$ cat src/rtl/fp_exception_monitor.sv
// Consumer of the FP add/sub exception-flag stream: sticky status, saturating per-flag
// counters, first-offender capture, maskable irq and an edge-qualified req/ack clear.
module fp_exception_monitor #(
  parameter int DWIDTH    = 16,
  parameter int CNT_WIDTH = 8,
  parameter int IDX_WIDTH = 10
) (
  input  logic                 clk,
  input  logic                 resetn,
  input  logic                 enable,
  input  logic                 flags_valid,
  input  logic [4:0]           flags,
  input  logic [DWIDTH-1:0]    result,
  input  logic [4:0]           irq_mask,
  input  logic                 clr_req,
  output logic                 clr_ack,
  output logic [4:0]           sticky,
  input  logic [2:0]           cnt_sel,
  output logic [CNT_WIDTH-1:0] cnt_out,
  output logic [DWIDTH-1:0]    first_result,
  output logic [IDX_WIDTH-1:0] first_idx,
  output logic                 first_vld,
  output logic                 irq,
  output logic [IDX_WIDTH-1:0] beat_idx
);

  typedef enum logic [1:0] {
    IDLE    = 2'd0,
    MON     = 2'd1,
    LATCHED = 2'd2,
    CLEAR   = 2'd3
  } state_e;

  localparam logic [CNT_WIDTH-1:0] CNT_MAX = {CNT_WIDTH{1'b1}};

  state_e                 state_q;
  logic                   clr_req_q;
  logic                   clr_ack_q;
  logic [4:0]             sticky_q;
  logic [CNT_WIDTH-1:0]   cnt_q [5];
  logic [DWIDTH-1:0]      first_result_q;
  logic [IDX_WIDTH-1:0]   first_idx_q;
  logic                   first_vld_q;
  logic                   irq_q;
  logic [IDX_WIDTH-1:0]   beat_idx_q;

  logic accept_s;
  logic clr_start_s;
  logic capture_s;

  function automatic logic [CNT_WIDTH-1:0] sat_inc(input logic [CNT_WIDTH-1:0] v);
    return (v == CNT_MAX) ? v : v + {{(CNT_WIDTH-1){1'b0}}, 1'b1};
  endfunction

  // Beat acceptance, clear start (rising edge of clr_req only) and first-offender capture.
  always_comb begin
    accept_s    = flags_valid & enable & ((state_q == MON) | (state_q == LATCHED));
    clr_start_s = clr_req & ~clr_req_q & (state_q != CLEAR);
    capture_s   = accept_s & (state_q == MON) & (|flags[4:1]);
  end

  // Counter readback mux.
  always_comb begin
    cnt_out = {CNT_WIDTH{1'b0}};
    case (cnt_sel)
      3'd0:    cnt_out = cnt_q[0];
      3'd1:    cnt_out = cnt_q[1];
      3'd2:    cnt_out = cnt_q[2];
      3'd3:    cnt_out = cnt_q[3];
      3'd4:    cnt_out = cnt_q[4];
      default: cnt_out = {CNT_WIDTH{1'b0}};
    endcase
  end

  // Control FSM and all status state; the clear is applied on the edge that leaves CLEAR.
  always_ff @(posedge clk or negedge resetn) begin
    if (!resetn) begin
      state_q        <= IDLE;
      clr_req_q      <= 1'b0;
      clr_ack_q      <= 1'b0;
      sticky_q       <= 5'd0;
      for (int i = 0; i < 5; i++) cnt_q[i] <= {CNT_WIDTH{1'b0}};
      first_result_q <= {DWIDTH{1'b0}};
      first_idx_q    <= {IDX_WIDTH{1'b0}};
      first_vld_q    <= 1'b0;
      irq_q          <= 1'b0;
      beat_idx_q     <= {IDX_WIDTH{1'b0}};
    end else begin
      clr_req_q <= clr_req;
      clr_ack_q <= 1'b0;
      if (state_q == CLEAR) begin
        sticky_q       <= 5'd0;
        for (int i = 0; i < 5; i++) cnt_q[i] <= {CNT_WIDTH{1'b0}};
        first_result_q <= {DWIDTH{1'b0}};
        first_idx_q    <= {IDX_WIDTH{1'b0}};
        first_vld_q    <= 1'b0;
        irq_q          <= 1'b0;
        beat_idx_q     <= {IDX_WIDTH{1'b0}};
        state_q        <= enable ? MON : IDLE;
      end else begin
        irq_q <= |(sticky_q & irq_mask);
        if (accept_s) begin
          sticky_q   <= sticky_q | flags;
          beat_idx_q <= beat_idx_q + {{(IDX_WIDTH-1){1'b0}}, 1'b1};
          for (int i = 0; i < 5; i++) begin
            if (flags[i]) cnt_q[i] <= sat_inc(cnt_q[i]);
          end
        end
        if (capture_s) begin
          first_result_q <= result;
          first_idx_q    <= beat_idx_q;
          first_vld_q    <= 1'b1;
        end
        if (clr_start_s) begin
          state_q   <= CLEAR;
          clr_ack_q <= 1'b1;
        end else begin
          case (state_q)
            IDLE:    state_q <= enable ? MON : IDLE;
            MON:     state_q <= !enable ? IDLE : (capture_s ? LATCHED : MON);
            LATCHED: state_q <= enable ? LATCHED : IDLE;
            default: state_q <= IDLE;
          endcase
        end
      end
    end
  end

  assign clr_ack      = clr_ack_q;
  assign sticky       = sticky_q;
  assign first_result = first_result_q;
  assign first_idx    = first_idx_q;
  assign first_vld    = first_vld_q;
  assign irq          = irq_q;
  assign beat_idx     = beat_idx_q;

endmodule
$ cat config.mk
export PLATFORM = sky130hd
export DESIGN_NAME = fp_exception_monitor
export DESIGN_NICKNAME = d
export VERILOG_FILES = /design/src/rtl/fp_exception_monitor.sv
export SDC_FILE = /design/constraint.sdc
export NUM_CORES = 1
export LEC_CHECK = 0
export CAP_MARGIN = 20
export CORE_ASPECT_RATIO = 1.5
export CORE_UTILIZATION = 35
export CTS_CLUSTER_SIZE = 28
export DETAILED_ROUTE_END_ITERATION = 6
export PLACE_DENSITY_LB_ADDON = 0.25
export SYNTH_ARGS = -nofsm -noshare
export SYNTH_HDL_FRONTEND = slang
export SYNTH_SLANG_ARGS = --single-unit
$ cat constraint.sdc
create_clock -name clk -period 2 [get_ports clk]
set_input_delay 0.4 -clock clk [delete_from_list [all_inputs] [get_ports clk]]
set_output_delay 0.4 -clock clk [all_outputs]
set_load 0.02 [all_outputs]
==> results of run 1 <==
[final timing paths]
check	from	endpoint	slack, ns	depth (start not counted)
min	resetn	cnt_q[10]	0.04	1
min reg2reg	clr_req_q	clr_ack	0.44	1
max in group asynchronous	resetn	beat_idx[8]	1.33	2
max reg2reg	state_q[1]	cnt_q[37]	0.15	6
max	cnt_q[12]	cnt_out[4]	0.11	4
min in group clk	clr_req_q	clr_ack	0.44	1
[power breakdown]
part	switching, uW	total (uW)	leakage (uW)	internal, uW
clock	699	1900	0.000165	1200
sequential	305	2380	0.00118	2080
combinational	934	1790	0.00141	857
total	1940	6070	0.00276	4130
[cell families (layout without fill, tap and decap cells)]
| family | Yosys count | count (layout) | share of synthesized area [%] |
|---|---|---|---|
| XOR/XNOR | 22 | 22 | 4.37 |
| AND/OR/NAND/NOR | 196 | 196 | 21.1 |
| flip-flops | 87 | 87 | 49.4 |
| AO/OA/AOI/OAI | 92 | 92 | 12.2 |
| multiplexers | 26 | 26 | 6.53 |
| adder cells (fa/ha/maj) | 10 | 10 | 2.84 |
| buffers and inverters | 39 | 174 | 3.52 |
[placed cells by master (no fill, tap or decap), types with 9 or more instances in the layout]
master / netlist / routed
sky130_fd_sc_hd__nand2_1: 74 / 74
sky130_fd_sc_hd__xor2_1: 12 / 12
sky130_fd_sc_hd__inv_1: 15 / 15
sky130_fd_sc_hd__nor2_1: 49 / 49
sky130_fd_sc_hd__clkdlybuf4s50_1: 0 / 72
sky130_fd_sc_hd__buf_4: 0 / 60
sky130_fd_sc_hd__o21ai_0: 10 / 10
sky130_fd_sc_hd__nand4_1: 10 / 10
sky130_fd_sc_hd__dfrtp_1: 87 / 87
sky130_fd_sc_hd__clkbuf_16: 0 / 9
sky130_fd_sc_hd__mux2i_1: 22 / 21
sky130_fd_sc_hd__a21oi_1: 52 / 52
sky130_fd_sc_hd__xnor2_1: 10 / 10
sky130_fd_sc_hd__nand3_1: 15 / 15
[metal layers]
layer | vias up | share of wire, % | global-route usage, %
li1 | 1920 | - | -
met1 | 1916 | 42 | 22.4
met2 | 100 | 50 | 32.7
met3 | 19 | 5.4 | 4.10
met4 | 0 | 2.7 | 9.23
met5 | - | 0 | 0
[sequential cells by signal (all words and copies together) (netlist names)]
name and count:
beat_idx 10, irq 1, first_result 16, first_idx 10, cnt_q 40, state_q 2
first_vld 1, sticky 5, clr_req_q 1, clr_ack 1
[layout make-up]
class | instances | area share (%)
Sequential cell | 87 | 35.1
Multi-Input combinational cell | 346 | 34.1
Timing Repair Buffer | 143 | 21.3
Clock buffer | 12 | 4.30
Tap cell | 153 | 3.09
Clock inverter | 4 | 1.23
Inverter | 15 | 0.909
[timing repair]
item                                    in CTS  in global routing
gates resized for setup                     40                 11
pin swaps                                    0                  3
cloned                                       1                  0
endpoints found under the setup margin      10                 17
setup buffers                                4                  0
[worst max-delay path, stage by stage (launching register included)]
cell and delay [ns]:
sky130_fd_sc_hd__dfrtp_1 0.39, sky130_fd_sc_hd__mux4_2 0.46, sky130_fd_sc_hd__inv_1 0.07, sky130_fd_sc_hd__o21ai_0 0.07, sky130_fd_sc_hd__buf_2 0.16
[synth_stat cells (3+ instances only)]
cell type                  count  share of area [%]
sky130_fd_sc_hd__dfrtp_1      87                 49
sky130_fd_sc_hd__nand2_1      74                6.3
sky130_fd_sc_hd__a21oi_1      52                5.9
sky130_fd_sc_hd__nor2_1       49                4.2
sky130_fd_sc_hd__mux2i_1      22                5.0
sky130_fd_sc_hd__clkbuf_1     15                1.3
sky130_fd_sc_hd__inv_1        15                1.3
sky130_fd_sc_hd__nand3_1      15                1.7
sky130_fd_sc_hd__xor2_1       12                2.4
sky130_fd_sc_hd__ha_1         10                2.8
sky130_fd_sc_hd__nand4_1      10                1.4
sky130_fd_sc_hd__o21ai_0      10                1.1
sky130_fd_sc_hd__xnor2_1      10                2.0
sky130_fd_sc_hd__nor3_1        8               0.91
sky130_fd_sc_hd__buf_2         7               0.79
sky130_fd_sc_hd__or4_1         7                1.2
sky130_fd_sc_hd__and3_1        6               0.85
sky130_fd_sc_hd__o22ai_1       6               0.85
sky130_fd_sc_hd__or3_1         6               0.85
sky130_fd_sc_hd__and4_1        5               0.99
sky130_fd_sc_hd__nor2b_1       5               0.71
sky130_fd_sc_hd__a211oi_1      4               0.68
sky130_fd_sc_hd__a21o_1        4               0.68
sky130_fd_sc_hd__o31ai_1       4               0.68
sky130_fd_sc_hd__nor4_1        3               0.43
[stage by stage]
| step | setup WS [ns] | hold WS, ns |
|---|---|---|
| after floorplan | 0.0436 | 0.104 |
| after global placement | -0.543 | 0.421 |
| after detailed placement | -0.560 | 0.430 |
| after CTS | 0.000210 | 0.0632 |
| after global routing | 0.00488 | 0.0869 |
| final | 0.111 | 0.0394 |
==> out/qor.txt, run 1 <==
OUTCOME
---------------------------------------------------------------------------------------
Outcome                                                                    complete, no violations

CLOCK TREE
---------------------------------------------------------------------------------------
Total clock sinks                                                                    87
Quantity of hold-fixing buffers added after cts                                       0
Clk pin slew, worst setup/hold paths                                            0.06 ns
Level count of the clock H-tree                                                       3
Root cell of the clock tree                                                sky130_fd_sc_hd__clkbuf_16
Later-pin clock latency in the skew report                                      0.34 ns
Buffer depth of the longest clock path                                                2
Clock tree from TritonCTS                                                         built
Inserted Clock Buffers                                                                9

ROUTE
---------------------------------------------------------------------------------------
Average wire length per cell after detail routing                               15.4 um
Final wirelength                                                                11.7 mm
Drc violations                                                                        0
Total vias in the final route                                                      3955
Number of violations reported at the end of detailed-routing iteration 0            107
Ratio of routed vias to standard cells                                             5.20
Number of iterations in the first detailed-routing pass                               4
ANT nets after route                                                                  0

GRT
---------------------------------------------------------------------------------------
Congestion Overflow GR                                                                0
Total track usage                                                                 19.1%
Maximum number of pins on one net before global-route repair                         42
Wire length of the first global-routing pass                                    19.5 mm
Vias in the first global route                                                     4017
Number of antenna violations at the first check in global routing                     0

FLOORPLANNING
---------------------------------------------------------------------------------------
Io pins                                                                              86
DIE HEIGHT                                                                       139 um
Starting density of the core                                                      36.3%
Placeable core region                                                       12100 sq um
Floorplan die width                                                             93.6 um
Total die area                                                              13100 sq um
FP Rows                                                                              49

TIMING
---------------------------------------------------------------------------------------
Worst slew margin                                                                 63.7%
Min cycle time layout                                                           1.89 ns
Achievable clock frequency                                                    0.529 GHz
Maximum clock skew at final layout                                           0.00716 ns
Setup-violating endpoint count in the final report                                    0
Share of the cycle needed by the critical path after routing                      94.5%
Count of final max-slew check failures                                                0
Slew @ Worst Pin                                                               0.544 ns
RSZ-0062 raised after global routing                                                 no
Number of hold violations in the final report                                         0
Final setup TNS                                                                    0 ns

FINISH
---------------------------------------------------------------------------------------
Final cell area excluding filler cells                                       6190 sq um
Area taken by multi-input logic gates                                        2110 sq um
Fraction of layout instances using a drive strength above 1                       15.8%
Post-route non-filler standard cell count                                           760
Net count of the finished layout                                                    646
Sequential standard cell area                                                2180 sq um
Number of antenna cells inserted                                                      0
Fin util                                                                          51.0%
Number of fill cells                                                               1151
Area overhead of the layout relative to synthesis                                 40.5%

PLACE
---------------------------------------------------------------------------------------
# placed instances                                                                  739
Placed cell area                                                             5790 sq um
Detailed Place HPWL                                                             8.63 mm
Count of input and output buffers                                                    85
Final weighted congestion in routability-driven placement                         0.847

JOB
---------------------------------------------------------------------------------------
Max_cap viols                                                                         0

SYNTHESIS
---------------------------------------------------------------------------------------
Yosys warns                                                                           0
Post-synthesis area per instance                                             9.34 sq um
Number of distinct library cells after synthesis                                     42
Top flip-flop cell by instance count after synthesis                       sky130_fd_sc_hd__dfrtp_1
Syn_nets                                                                            516
Netlist area before placement                                                4410 sq um
Synth Instances                                                                     472
Portion of the post-synthesis area used by sequential elements                    49.4%
Number of enable-type register cells in the synthesized netlist                       0
Count of state elements after synthesis                                              87
Fraction of registers with async set or reset after synthesis                      100%

POWER AND IR DROP
---------------------------------------------------------------------------------------
Areal power density over the cells                                          980 nW/um^2
Static Leakage                                                               0.00276 uW
Worst-case vdd ir drop                                                         0.573 mV
Overall Power                                                                   6070 uW

CRITICAL PATH
---------------------------------------------------------------------------------------
Arr. time, crit path                                                            1.49 ns
Crit Path Category                                                           reg -> out
Kind of end point of the critical path                                      output port
Largest driver fanout on the critical path                                            2
Type of origin of the critical path                                           flip-flop
Required arrival time at the worst endpoint                                     1.60 ns

HOLD PATH
---------------------------------------------------------------------------------------
Hold/Removal Path Class                                                     in -> async

Power figures use the tool's default switching activity.
==> run 2, diff against run 1 <==
--- a/config.mk
+++ b/config.mk
@@ -5,12 +5,13 @@
 export SDC_FILE = /design/constraint.sdc
 export NUM_CORES = 1
 export LEC_CHECK = 0
+export ABC_AREA = 1
 export CAP_MARGIN = 20
 export CORE_ASPECT_RATIO = 1.5
 export CORE_UTILIZATION = 35
 export CTS_CLUSTER_SIZE = 28
 export DETAILED_ROUTE_END_ITERATION = 6
-export PLACE_DENSITY_LB_ADDON = 0.25
+export PLACE_DENSITY = 0.62
 export SYNTH_ARGS = -nofsm -noshare
 export SYNTH_HDL_FRONTEND = slang
 export SYNTH_SLANG_ARGS = --single-unit
==> run 2 against run 1 <==
  * Sequential cell count unchanged
  * First-iteration DRC count increased by 120%
  * Non-clock buffer count decreased by 35
  * Critical path depth increased by 3
  * Critical path type is now in -> out
  * Design area increased by 0.40%
==> out/qor.txt, run 2 <==
OUTCOME
---------------------------------------------------------------------------------------
Outcome                                                                    complete, no violations

SYNTHESIS
---------------------------------------------------------------------------------------
Most used standard cells in the synthesized netlist                        sky130_fd_sc_hd__nand2_1 (188), sky130_fd_sc_hd__dfrtp_1 (87), sky130_fd_sc_hd__inv_1 (74), sky130_fd_sc_hd__nor2_1 (67), sky130_fd_sc_hd__nand3_1 (65)
Top flip-flop cell by instance count after synthesis                       sky130_fd_sc_hd__dfrtp_1
Count of state elements after synthesis                                              87   unchanged
Number of distinct library cells after synthesis                                     30   -29%
Fraction of registers with async set or reset after synthesis                      100%   unchanged
Yosys warns                                                                           0   unchanged
Most frequently used cell type in the post-synthesis netlist               sky130_fd_sc_hd__nand2_1
Synth Instances                                                                     639   +35%
Netlist area before placement                                                4750 sq um   +7.7%
Number of enable-type register cells in the synthesized netlist                       0   unchanged
Share of the synthesized area in the top cell type                                45.9%   -3.5 points
Library cell with the largest summed area after synthesis                  sky130_fd_sc_hd__dfrtp_1
Top cells by area in the synthesized netlist                               sky130_fd_sc_hd__dfrtp_1 (46%), sky130_fd_sc_hd__nand2_1 (15%), sky130_fd_sc_hd__nand3_1 (6.9%), sky130_fd_sc_hd__inv_1 (5.9%), sky130_fd_sc_hd__nor2_1 (5.3%)
Portion of the post-synthesis area used by sequential elements                    45.9%   -3.5 points
Post-synthesis area per instance                                             7.43 sq um   -20%
Syn_nets                                                                            683   +32%

FLOORPLANNING
---------------------------------------------------------------------------------------
Total die area                                                              14000 sq um   +7.5%
Floorplan die width                                                             97.1 um   +3.7%
Starting density of the core                                                      36.3%   about the same
DIE HEIGHT                                                                       145 um   +3.7%
Io pins                                                                              86   unchanged
FP Rows                                                                              51   +4.1%
Placeable core region                                                       13100 sq um   +7.8%

ROUTE
---------------------------------------------------------------------------------------
Number of violations reported at the end of detailed-routing iteration 0            234   +120%
Number of iterations in the first detailed-routing pass                               4   unchanged
Final wirelength                                                                12.8 mm   +9.2%
Ratio of routed vias to standard cells                                             4.98   -4.3%
Drc violations                                                                        0   unchanged
Average wire length per cell after detail routing                               14.1 um   -8.5%
Total vias in the final route                                                      4515   +14%
ANT nets after route                                                                  0   unchanged

CRITICAL PATH
---------------------------------------------------------------------------------------
Kind of end point of the critical path                                      output port
Largest driver fanout on the critical path                                            8   +6
Crit Path Category                                                            in -> out
Arr. time, crit path                                                            1.53 ns   +0.04 ns
Type of origin of the critical path                                           input pin
Required arrival time at the worst endpoint                                     1.60 ns   about the same

POWER AND IR DROP
---------------------------------------------------------------------------------------
Share of power burned in registers                                                37.5%   -1.7 points
Areal power density over the cells                                         1150 nW/um^2   +17%
Internal power contribution                                                     4450 uW   +7.7%
Worst-case vdd ir drop                                                         0.439 mV   -23%
Share of total power in the clock network                                         26.1%   -5.2 points
Sw frac                                                                           37.5%   +5.6 points
Reported net switching power                                                    2670 uW   +38%
Static Leakage                                                               0.00293 uW   +6.3%
Comb pwr share                                                                    36.5%   +7.0 points

PLACE
---------------------------------------------------------------------------------------
# placed instances                                                                  891   +21%
Detailed Place HPWL                                                             9.70 mm   +12%
Final weighted congestion in routability-driven placement                         0.917   +8.3%
Post-Place Worst Slack                                                        -0.686 ns   -0.126 ns
Count of input and output buffers                                                    85   unchanged

FINISH
---------------------------------------------------------------------------------------
Net count of the finished layout                                                    787   +22%
Number of flip-flops in the largest register                                         40   unchanged
Fraction of layout instances using a drive strength above 1                       11.2%   -4.6 points
Reg with most FFs                                                                 cnt_q
Most frequent standard cell in the layout excluding fill and tap cells     sky130_fd_sc_hd__nand2_1
Area overhead of the layout relative to synthesis                                 31.1%
Post-route non-filler standard cell count                                           907   +19%
Number of antenna cells inserted                                                      0   unchanged
Number of fill cells                                                               1264   +9.8%
Highest-count cells in the layout ignoring fill and taps                   sky130_fd_sc_hd__nand2_1 (186), sky130_fd_sc_hd__dfrtp_1 (87), sky130_fd_sc_hd__clkdlybuf4s50_1 (73)

GRT
---------------------------------------------------------------------------------------
Congestion Overflow GR                                                                0   unchanged
Vias in the first global route                                                     4472   +11%
Total track usage                                                                 19.1%   about the same
Maximum number of pins on one net before global-route repair                         67   +60%
Wire length of the first global-routing pass                                    21.4 mm   +9.4%
Number of antenna violations at the first check in global routing                     0   unchanged

CLOCK TREE
---------------------------------------------------------------------------------------
Inserted Clock Buffers                                                                9   unchanged
Number of setup buffers added after CTS                                               0   -4
Later-pin clock latency in the skew report                                      0.35 ns   about the same
Level count of the clock H-tree                                                       3   unchanged
Clk pin slew, worst setup/hold paths                                            0.06 ns   about the same
Quantity of hold-fixing buffers added after cts                                       0   unchanged
Total clock sinks                                                                    87   unchanged
Buffer depth of the longest clock path                                                2   unchanged
Root cell of the clock tree                                                sky130_fd_sc_hd__clkbuf_16
Clock tree from TritonCTS                                                         built

TIMING
---------------------------------------------------------------------------------------
Setup-violating endpoint count in the final report                                    0   unchanged
Number of hold violations in the final report                                         0   unchanged
Worst slew margin                                                                 65.2%   +1.5 points
Min cycle time layout                                                           1.93 ns   +0.0376 ns
Achievable clock frequency                                                    0.519 GHz   -2.0%
RSZ-0062 raised after global routing                                                 no
Count of final max-slew check failures                                                0   unchanged
Maximum clock skew at final layout                                           0.00870 ns   +0.00154 ns
Slew @ Worst Pin                                                               0.521 ns   -0.0229 ns
Slack of the critical path                                                    0.0730 ns   -0.0376 ns
Share of the cycle needed by the critical path after routing                      96.3%   +1.9 points

JOB
---------------------------------------------------------------------------------------
Max_cap viols                                                                         0   unchanged

HOLD PATH
---------------------------------------------------------------------------------------
Hold/Removal Path Class                                                     in -> async

## run 2: cell types whose count changed after synthesis, moves of 9 or more
cell / previous run / this run
sky130_fd_sc_hd__a21oi_1: 52 / 16
sky130_fd_sc_hd__clkbuf_1: 15 / 1
sky130_fd_sc_hd__inv_1: 15 / 74
sky130_fd_sc_hd__mux2i_1: 22 / 0
sky130_fd_sc_hd__nand2_1: 74 / 188
sky130_fd_sc_hd__nand3_1: 15 / 65
sky130_fd_sc_hd__nor2_1: 49 / 67
sky130_fd_sc_hd__o21ai_0: 10 / 39
sky130_fd_sc_hd__o21ai_1: 0 / 19
sky130_fd_sc_hd__xnor2_1: 10 / 1
sky130_fd_sc_hd__xor2_1: 12 / 3
## run 2: per-layer routing
metal  part of all wire, %  GRT usage [%]  up-vias
met2                    55           36.6      100
met4                   2.5           8.48        0
met3                   4.1           3.43       25
li1                      -              -     2249
met5                     0              0        -
met1                    38           20.3     2141
## run 2: through the flow
stage / setup TNS (ns) / instance area, sq um / hold slack (ns) / power [uW] / util, %
after floorplan: 0 / 4750 / 0.104 / 4140 / -
after global placement: -4.97 / 5890 / 0.407 / 5280 / 45.1
after detailed placement: -5.29 / 5890 / 0.412 / 5350 / 45.1
after CTS: -0.00523 / 6220 / 0.0500 / 7200 / 47.6
after global routing: 0 / 6220 / 0.0708 / 7590 / 47.5
final: 0 / 6220 / 0.0324 / 7120 / 47.5
## run 2: area by class of cell
type | instances | area, sq um | area share (%)
clock inverters | 7 | 103 | 1.65
multi-input cells | 456 | 2180 | 35.1
inverters | 81 | 307 | 4.93
well taps | 159 | 199 | 3.20
flip-flops and latches | 87 | 2180 | 35.0
clock buffers | 9 | 225 | 3.62
repair buffers | 108 | 1030 | 16.5
## run 2: path summary, 6_finish.rpt
| path | start | end | slack, ns | cells after the start |
|---|---|---|---|---|
| max | cnt_sel[2] | cnt_out[6] | 0.07 | 7 |
| min | resetn | first_result[12] | 0.03 | 1 |
| max reg2reg | state_q[0] | cnt_q[29] | 0.23 | 9 |
| min reg2reg | first_vld | first_vld | 0.48 | 2 |
| max in group asynchronous | resetn | first_result[15] | 1.36 | 2 |
| min in group clk | first_vld | first_vld | 0.48 | 2 |
## run 2: timing repair
item,in CTS,in global routing
pin swaps,1,0
gates resized for setup,47,7
endpoints found under the setup margin,8,5
## run 2: cells by family after synthesis
group / after synthesis / synth area share [%]
AOI/OAI and AO/OA: 83 / 9.02
xor gates and xnor gates: 4 / 0.738
adders and majority gates: 10 / 2.64
buffers and inverters: 96 / 8.78
DFF: 87 / 45.9
and+or+nand+nor: 359 / 33.0
## run 2: worst max-delay path: stages
cell                              delay, ns
sky130_fd_sc_hd__clkdlybuf4s15_2       0.23
sky130_fd_sc_hd__inv_2                 0.10
sky130_fd_sc_hd__nand3_2               0.15
sky130_fd_sc_hd__o22ai_1               0.22
sky130_fd_sc_hd__nor2_1                0.06
sky130_fd_sc_hd__nand2_1               0.08
sky130_fd_sc_hd__clkdlybuf4s15_2       0.27
## run 2: power by group through the flow
stage	combinational, uW	clock (uW)	sequential, uW
floorplan	1190	0	2950
global placement	2590	0	2680
detailed placement	2640	0	2700
CTS	2630	1900	2670
global route	2880	1970	2740
finish	2600	1860	2670
